`src/rtl/alu_req_arbiter.sv`:
```
// alu_req_arbiter: two-port req/gnt arbiter and sequencer for the shared 8-bit ALU.
// Grants one requester at a time, drives the ALU for ALU_LAT cycles, then returns
// the captured 16-bit result with a one-cycle valid pulse to the winner.
// Optional feature: define ALU_ARB_RR_EN for round-robin tie-break; when undefined,
// requester 0 always wins simultaneous requests.
module alu_req_arbiter #(
    parameter int unsigned ALU_LAT = 1
) (
    input  logic        clk,
    input  logic        rst,
    input  logic        req0,
    input  logic        req1,
    input  logic [3:0]  op0,
    input  logic [3:0]  op1,
    input  logic [7:0]  a0,
    input  logic [7:0]  a1,
    input  logic [7:0]  b0,
    input  logic [7:0]  b1,
    output logic        gnt0,
    output logic        gnt1,
    output logic        rsp_valid0,
    output logic        rsp_valid1,
    output logic [15:0] rsp_data,
    output logic        rsp_err,
    output logic        busy,
    output logic [3:0]  alu_opcode,
    output logic [7:0]  alu_a,
    output logic [7:0]  alu_b,
    output logic        alu_init,
    output logic        alu_ex_sel,
    input  logic [15:0] alu_result
);

    localparam logic [1:0] IDLE = 2'd0;
    localparam logic [1:0] EXEC = 2'd1;
    localparam logic [1:0] DONE = 2'd2;

    localparam logic [3:0] CNT_LAST = 4'(ALU_LAT - 1);

    logic [1:0]  state_q, state_d;
    logic [3:0]  cnt_q, cnt_d;
    logic        gnt0_q, gnt0_d;
    logic        gnt1_q, gnt1_d;
    logic        rsp_valid0_q, rsp_valid0_d;
    logic        rsp_valid1_q, rsp_valid1_d;
    logic [15:0] rsp_data_q, rsp_data_d;
    logic        rsp_err_q, rsp_err_d;
    logic [3:0]  alu_opcode_q, alu_opcode_d;
    logic [7:0]  alu_a_q, alu_a_d;
    logic [7:0]  alu_b_q, alu_b_d;
    logic        alu_init_q;
    logic        winner_q, winner_d;

    logic        any_req;
    logic        pick1;
    logic [15:0] cap_data;
    logic        cap_err;

    assign any_req = req0 | req1;

`ifdef ALU_ARB_RR_EN
    logic last_q;

    // Winner select: a lone requester wins; a tie goes to the one not served last
    always_comb pick1 = req1 & (~req0 | last_q == 1'b0);

    // Last-winner pointer; reset value makes requester 0 win the first tie
    always_ff @(posedge clk) begin
        if (rst) begin
            last_q <= 1'b1;
        end else if (state_q == IDLE && any_req) begin
            last_q <= pick1;
        end
    end
`else
    // Winner select: fixed priority, requester 0 wins ties
    always_comb pick1 = req1 & ~req0;
`endif

    // Response decode: masked opcodes float the ALU bus, so never sample it there
    always_comb begin
        cap_data = alu_result;
        cap_err  = 1'b0;
        case (alu_opcode_q)
            4'b0000, 4'b1011: begin
                cap_data = 16'h0000;
                cap_err  = 1'b0;
            end
            4'b1111: begin
                cap_data = 16'h0000;
                cap_err  = 1'b1;
            end
            default: begin
                cap_data = alu_result;
                cap_err  = 1'b0;
            end
        endcase
    end

    // Sequencer next-state: IDLE grants, EXEC counts out the ALU latency, DONE responds
    always_comb begin
        state_d      = state_q;
        cnt_d        = cnt_q;
        gnt0_d       = 1'b0;
        gnt1_d       = 1'b0;
        rsp_valid0_d = 1'b0;
        rsp_valid1_d = 1'b0;
        rsp_data_d   = rsp_data_q;
        rsp_err_d    = rsp_err_q;
        alu_opcode_d = alu_opcode_q;
        alu_a_d      = alu_a_q;
        alu_b_d      = alu_b_q;
        winner_d     = winner_q;
        case (state_q)
            IDLE: begin
                if (any_req) begin
                    gnt0_d       = ~pick1;
                    gnt1_d       = pick1;
                    winner_d     = pick1;
                    alu_opcode_d = pick1 ? op1 : op0;
                    alu_a_d      = pick1 ? a1 : a0;
                    alu_b_d      = pick1 ? b1 : b0;
                    cnt_d        = '0;
                    state_d      = EXEC;
                end else begin
                    alu_opcode_d = 4'b0000;
                end
            end
            EXEC: begin
                if (cnt_q == CNT_LAST) begin
                    rsp_data_d   = cap_data;
                    rsp_err_d    = cap_err;
                    rsp_valid0_d = ~winner_q;
                    rsp_valid1_d = winner_q;
                    state_d      = DONE;
                end else begin
                    cnt_d = cnt_q + 4'd1;
                end
            end
            DONE: begin
                alu_opcode_d = 4'b0000;
                state_d      = IDLE;
            end
            default: begin
                alu_opcode_d = 4'b0000;
                state_d      = IDLE;
            end
        endcase
    end

    // State and output registers with synchronous reset
    always_ff @(posedge clk) begin
        if (rst) begin
            state_q      <= IDLE;
            cnt_q        <= '0;
            gnt0_q       <= 1'b0;
            gnt1_q       <= 1'b0;
            rsp_valid0_q <= 1'b0;
            rsp_valid1_q <= 1'b0;
            rsp_data_q   <= '0;
            rsp_err_q    <= 1'b0;
            alu_opcode_q <= '0;
            alu_a_q      <= '0;
            alu_b_q      <= '0;
            alu_init_q   <= 1'b0;
            winner_q     <= 1'b0;
        end else begin
            state_q      <= state_d;
            cnt_q        <= cnt_d;
            gnt0_q       <= gnt0_d;
            gnt1_q       <= gnt1_d;
            rsp_valid0_q <= rsp_valid0_d;
            rsp_valid1_q <= rsp_valid1_d;
            rsp_data_q   <= rsp_data_d;
            rsp_err_q    <= rsp_err_d;
            alu_opcode_q <= alu_opcode_d;
            alu_a_q      <= alu_a_d;
            alu_b_q      <= alu_b_d;
            alu_init_q   <= 1'b1;
            winner_q     <= winner_d;
        end
    end

    assign gnt0       = gnt0_q;
    assign gnt1       = gnt1_q;
    assign rsp_valid0 = rsp_valid0_q;
    assign rsp_valid1 = rsp_valid1_q;
    assign rsp_data   = rsp_data_q;
    assign rsp_err    = rsp_err_q;
    assign busy       = (state_q != IDLE);
    assign alu_opcode = alu_opcode_q;
    assign alu_a      = alu_a_q;
    assign alu_b      = alu_b_q;
    assign alu_init   = alu_init_q;
    assign alu_ex_sel = 1'b0;

endmodule

```
`config.mk`:
```
export PLATFORM = sky130hd
export DESIGN_NAME = alu_req_arbiter
export DESIGN_NICKNAME = d
export VERILOG_FILES = /design/src/rtl/alu_req_arbiter.sv
export SDC_FILE = /design/constraint.sdc
export NUM_CORES = 1
export LEC_CHECK = 0
export ABC_AREA = 1
export BUFFER_PORTS_ARGS = -buffer_cell sky130_fd_sc_hd__buf_2
export CAP_MARGIN = 5
export CORE_UTILIZATION = 36
export CTS_CLUSTER_SIZE = 16
export DETAILED_ROUTE_END_ITERATION = 12
export GPL_TIMING_DRIVEN = 0
export HOLD_SLACK_MARGIN = 0.02
export PLACE_DENSITY = 0.68
export SETUP_SLACK_MARGIN = 0.02
export SLEW_MARGIN = 0
export SYNTH_ARGS = -nofsm -noshare
export SYNTH_HDL_FRONTEND = slang
export SYNTH_SLANG_ARGS = --single-unit
```
`constraint.sdc`:
```
create_clock -name clk -period 1.4 [get_ports clk]
set_input_delay 0.21 -clock clk [delete_from_list [all_inputs] [get_ports clk]]
set_output_delay 0.21 -clock clk [all_outputs]
set_load 0.01 [all_outputs]
```
==> impl_metrics.tcl <==
set metrics [dict create \
    post-route-cell-area_um2 2890 \
    grt_max_degree 15 \
    first_iter_violations 62 \
    critPathCaptureType "flop" \
    whs_ns 0.151 \
    synth_compound_area_frac 0.181 \
    rows 27 \
    setup_tns_ns 0 \
    grt_pass1_wl_um 9340 \
    dr.pass1.iters 4 \
    start_kind "flop" \
    synth_area_leaders "dfxtp_1 (46%), nand2_1 (10%), a21oi_1 (8.8%)" \
    core-area_um2 5640 \
    powerDensity_nw_per_um2 1270 \
    dpl_cell_area_um2 2750 \
    fin_skew_ns 0.00689 \
    antenna_found_initial 0 \
    synth_top_family_by_area "simple AND/OR/NAND/NOR gates" \
    ys_types 18 \
    hold_depth 3 \
    htreeDepth 2 \
    num-nets-final 477 \
    ys_top_cells_by_count "nand2_1 (58), dfxtp_1 (49), a21oi_1 (38), o21ai_0 (38), nor2_1 (34)" \
    drv_slew 0 \
    hold_path_class "in2reg" \
    path_max_fanout 10 \
    syn-cell-area_um2 2150 \
    cap_violations 0 \
    synth_top_cell_area_share 0.456 \
    synth-simple-area-share 0.240 \
    die_y_um 79.3 \
    start_util 0.381 \
    cp_data_arrival_time_ns 1.48 \
    grt_usage 0.189 \
    dr_total_vias 2283 \
    area_growth_pct 34.1 \
    synth_xor_area_frac 0 \
    fin_crit_ns 1.29 \
    synth_largest_area_cell "dfxtp_1" \
    syn_avg_cell_area_um2 7.08 \
    cts_tree "built" \
    overflow 0 \
    yosysWarnings 0 \
    clkTransAtPathRegs_ns 0.09 \
    power_mw 3.68 \
    fin_crit_sh 0.922 \
    postSynth.asyncResetShare 0 \
    synth_flop_cell "dfxtp_1" \
    reg2reg_slack_ns 0.11 \
    critPathKind "reg2reg" \
    ant_nets 0 \
    io_pins 104 \
    viasPerCell 4.68 \
    muxShareOfSynthArea 0 \
    finalWorstSetupSlack_ns 0.109 \
    rsz0062_at_grt "yes" \
    finalSetupViolations 0 \
    cts_sinks 49 \
    wl_per_cell_um 11.4 \
    max_freq_mhz 775 \
    drc 0 \
    die_w_um 79.3 \
    syn_inst 304 \
    layout-drive-gt1-share 0.329 \
    synth_edf_count 0 \
    synth_adder_area_share 0.0116 \
    n_antenna_cell 0 \
    io_buffers 102 \
    wl_um 5570 \
    grt_pass1_vias 2139 \
    ys_seq_area_frac 0.456 \
    globalplace.congestion 0.787 \
    ff2ff_path_depth 7 \
    fill_cells 630 \
    synth_most_common_cell "nand2_1" \
    clock_path_buffers 2 \
    synth-seq-cells 49 \
    numCtsBuffers 5 \
    place_ws_ns 0.0388 \
    hold_viol 0 \
    cp.required_ns 1.59 \
    peakVddDrop_mv 0.609 \
    ctsHoldBuffers 0 \
    dieArea_um2 6290 \
    clk_latency_ns 0.30 \
    synth_fp_nets 366 \
    run_status "complete, no violations" \
    cts-root-buf "clkbuf_8" \
    dp_hpwl_um 4230 \
    power_leakage_nw 1.58 \
]
kinds of logic (layout without fill, tap and decap cells):
logic type / Yosys count / in the layout
AOI/OAI and AO/OA: 77 / 77
other: 1 / 1
and+or+nand+nor: 122 / 122
buffers and inverters: 53 / 165
DFF: 49 / 49
adders and majority gates: 2 / 2
report_power, final:
part,switching (mW),internal (mW)
Clock,0.453,0.447
Combinational,0.631,0.451
Sequential,0.106,1.59
Total,1.19,2.49
critical path, cell delays in order (launching register included):
cell,delay (ns)
dfxtp_2,0.37
inv_1,0.07
ha_1,0.20
nand2_2,0.10
nor2_4,0.06
buf_4,0.16
o21ai_0,0.17
nor2_1,0.05
per-stage QoR:
step / utilization / instances
after global routing: 0.512 / 488
after CTS: 0.506 / 486
after floorplan: - / 304
after detailed placement: 0.488 / 478
final: 0.512 / 488
after global placement: 0.488 / 478
path summary, 6_finish.rpt:
path                    startpoint                  endpoint
min                          b0[5]     alu_b[5]$_SDFFE_PP0P_
max reg2reg  cnt_q[0]$_SDFFE_PP0P_  rsp_data[0]$_SDFFE_PP0P_
min reg2reg  winner_q$_SDFFE_PP0P_     rsp_valid0$_SDFF_PP0_
max          cnt_q[0]$_SDFFE_PP0P_  rsp_data[0]$_SDFFE_PP0P_
cell usage in the layout (no fill, tap or decap), types with 3 or more instances in the layout:
master	n
a21oi_1	38
clkbuf_1	4
nor2_1	33
buf_6	4
inv_1	33
nand3_1	24
dfxtp_1	47
clkbuf_8	7
nand2_1	56
buf_2	109
o21ai_0	37
nor2_4	3
buf_4	4
inv_2	3
registers in the layout, indices dropped and copies added, names as in the netlist:
signal,cells
rsp_valid0,1
cnt_q,4
alu_init,1
rsp_valid1,1
winner_q,1
gnt1,1
state_q,2
rsp_err,1
alu_opcode,4
gnt0,1
rsp_data,16
alu_b,8
alu_a,8
repair_timing:
action,CTS,global route
setup endpoints to repair,1,29
setup buffers,0,2
gates resized for setup,1,7
pin swaps,0,2
gates cloned,0,0
routing by layer:
metal / GRT usage / part of all wire / vias up
li1: - / - / 1196
met3: 0.0506 / 0.072 / 6
met1: 0.240 / 0.49 / 998
met2: 0.316 / 0.43 / 83
met5: 0 / 0 / -
met4: 0.0491 / 0.010 / 0
area by class of cell:
class / instances / area [um^2] / area share
inverters: 36 / 135 / 0.0468
clock buffers: 7 / 96.3 / 0.0334
multi-input cells: 202 / 941 / 0.326
flip-flops and latches: 49 / 983 / 0.341
clock inverters: 1 / 5.00 / 0.00173
well taps: 72 / 90.1 / 0.0312
plain buffers: 17 / 110 / 0.0381
repair buffers: 104 / 526 / 0.182
Power figures use the tool's default switching activity.
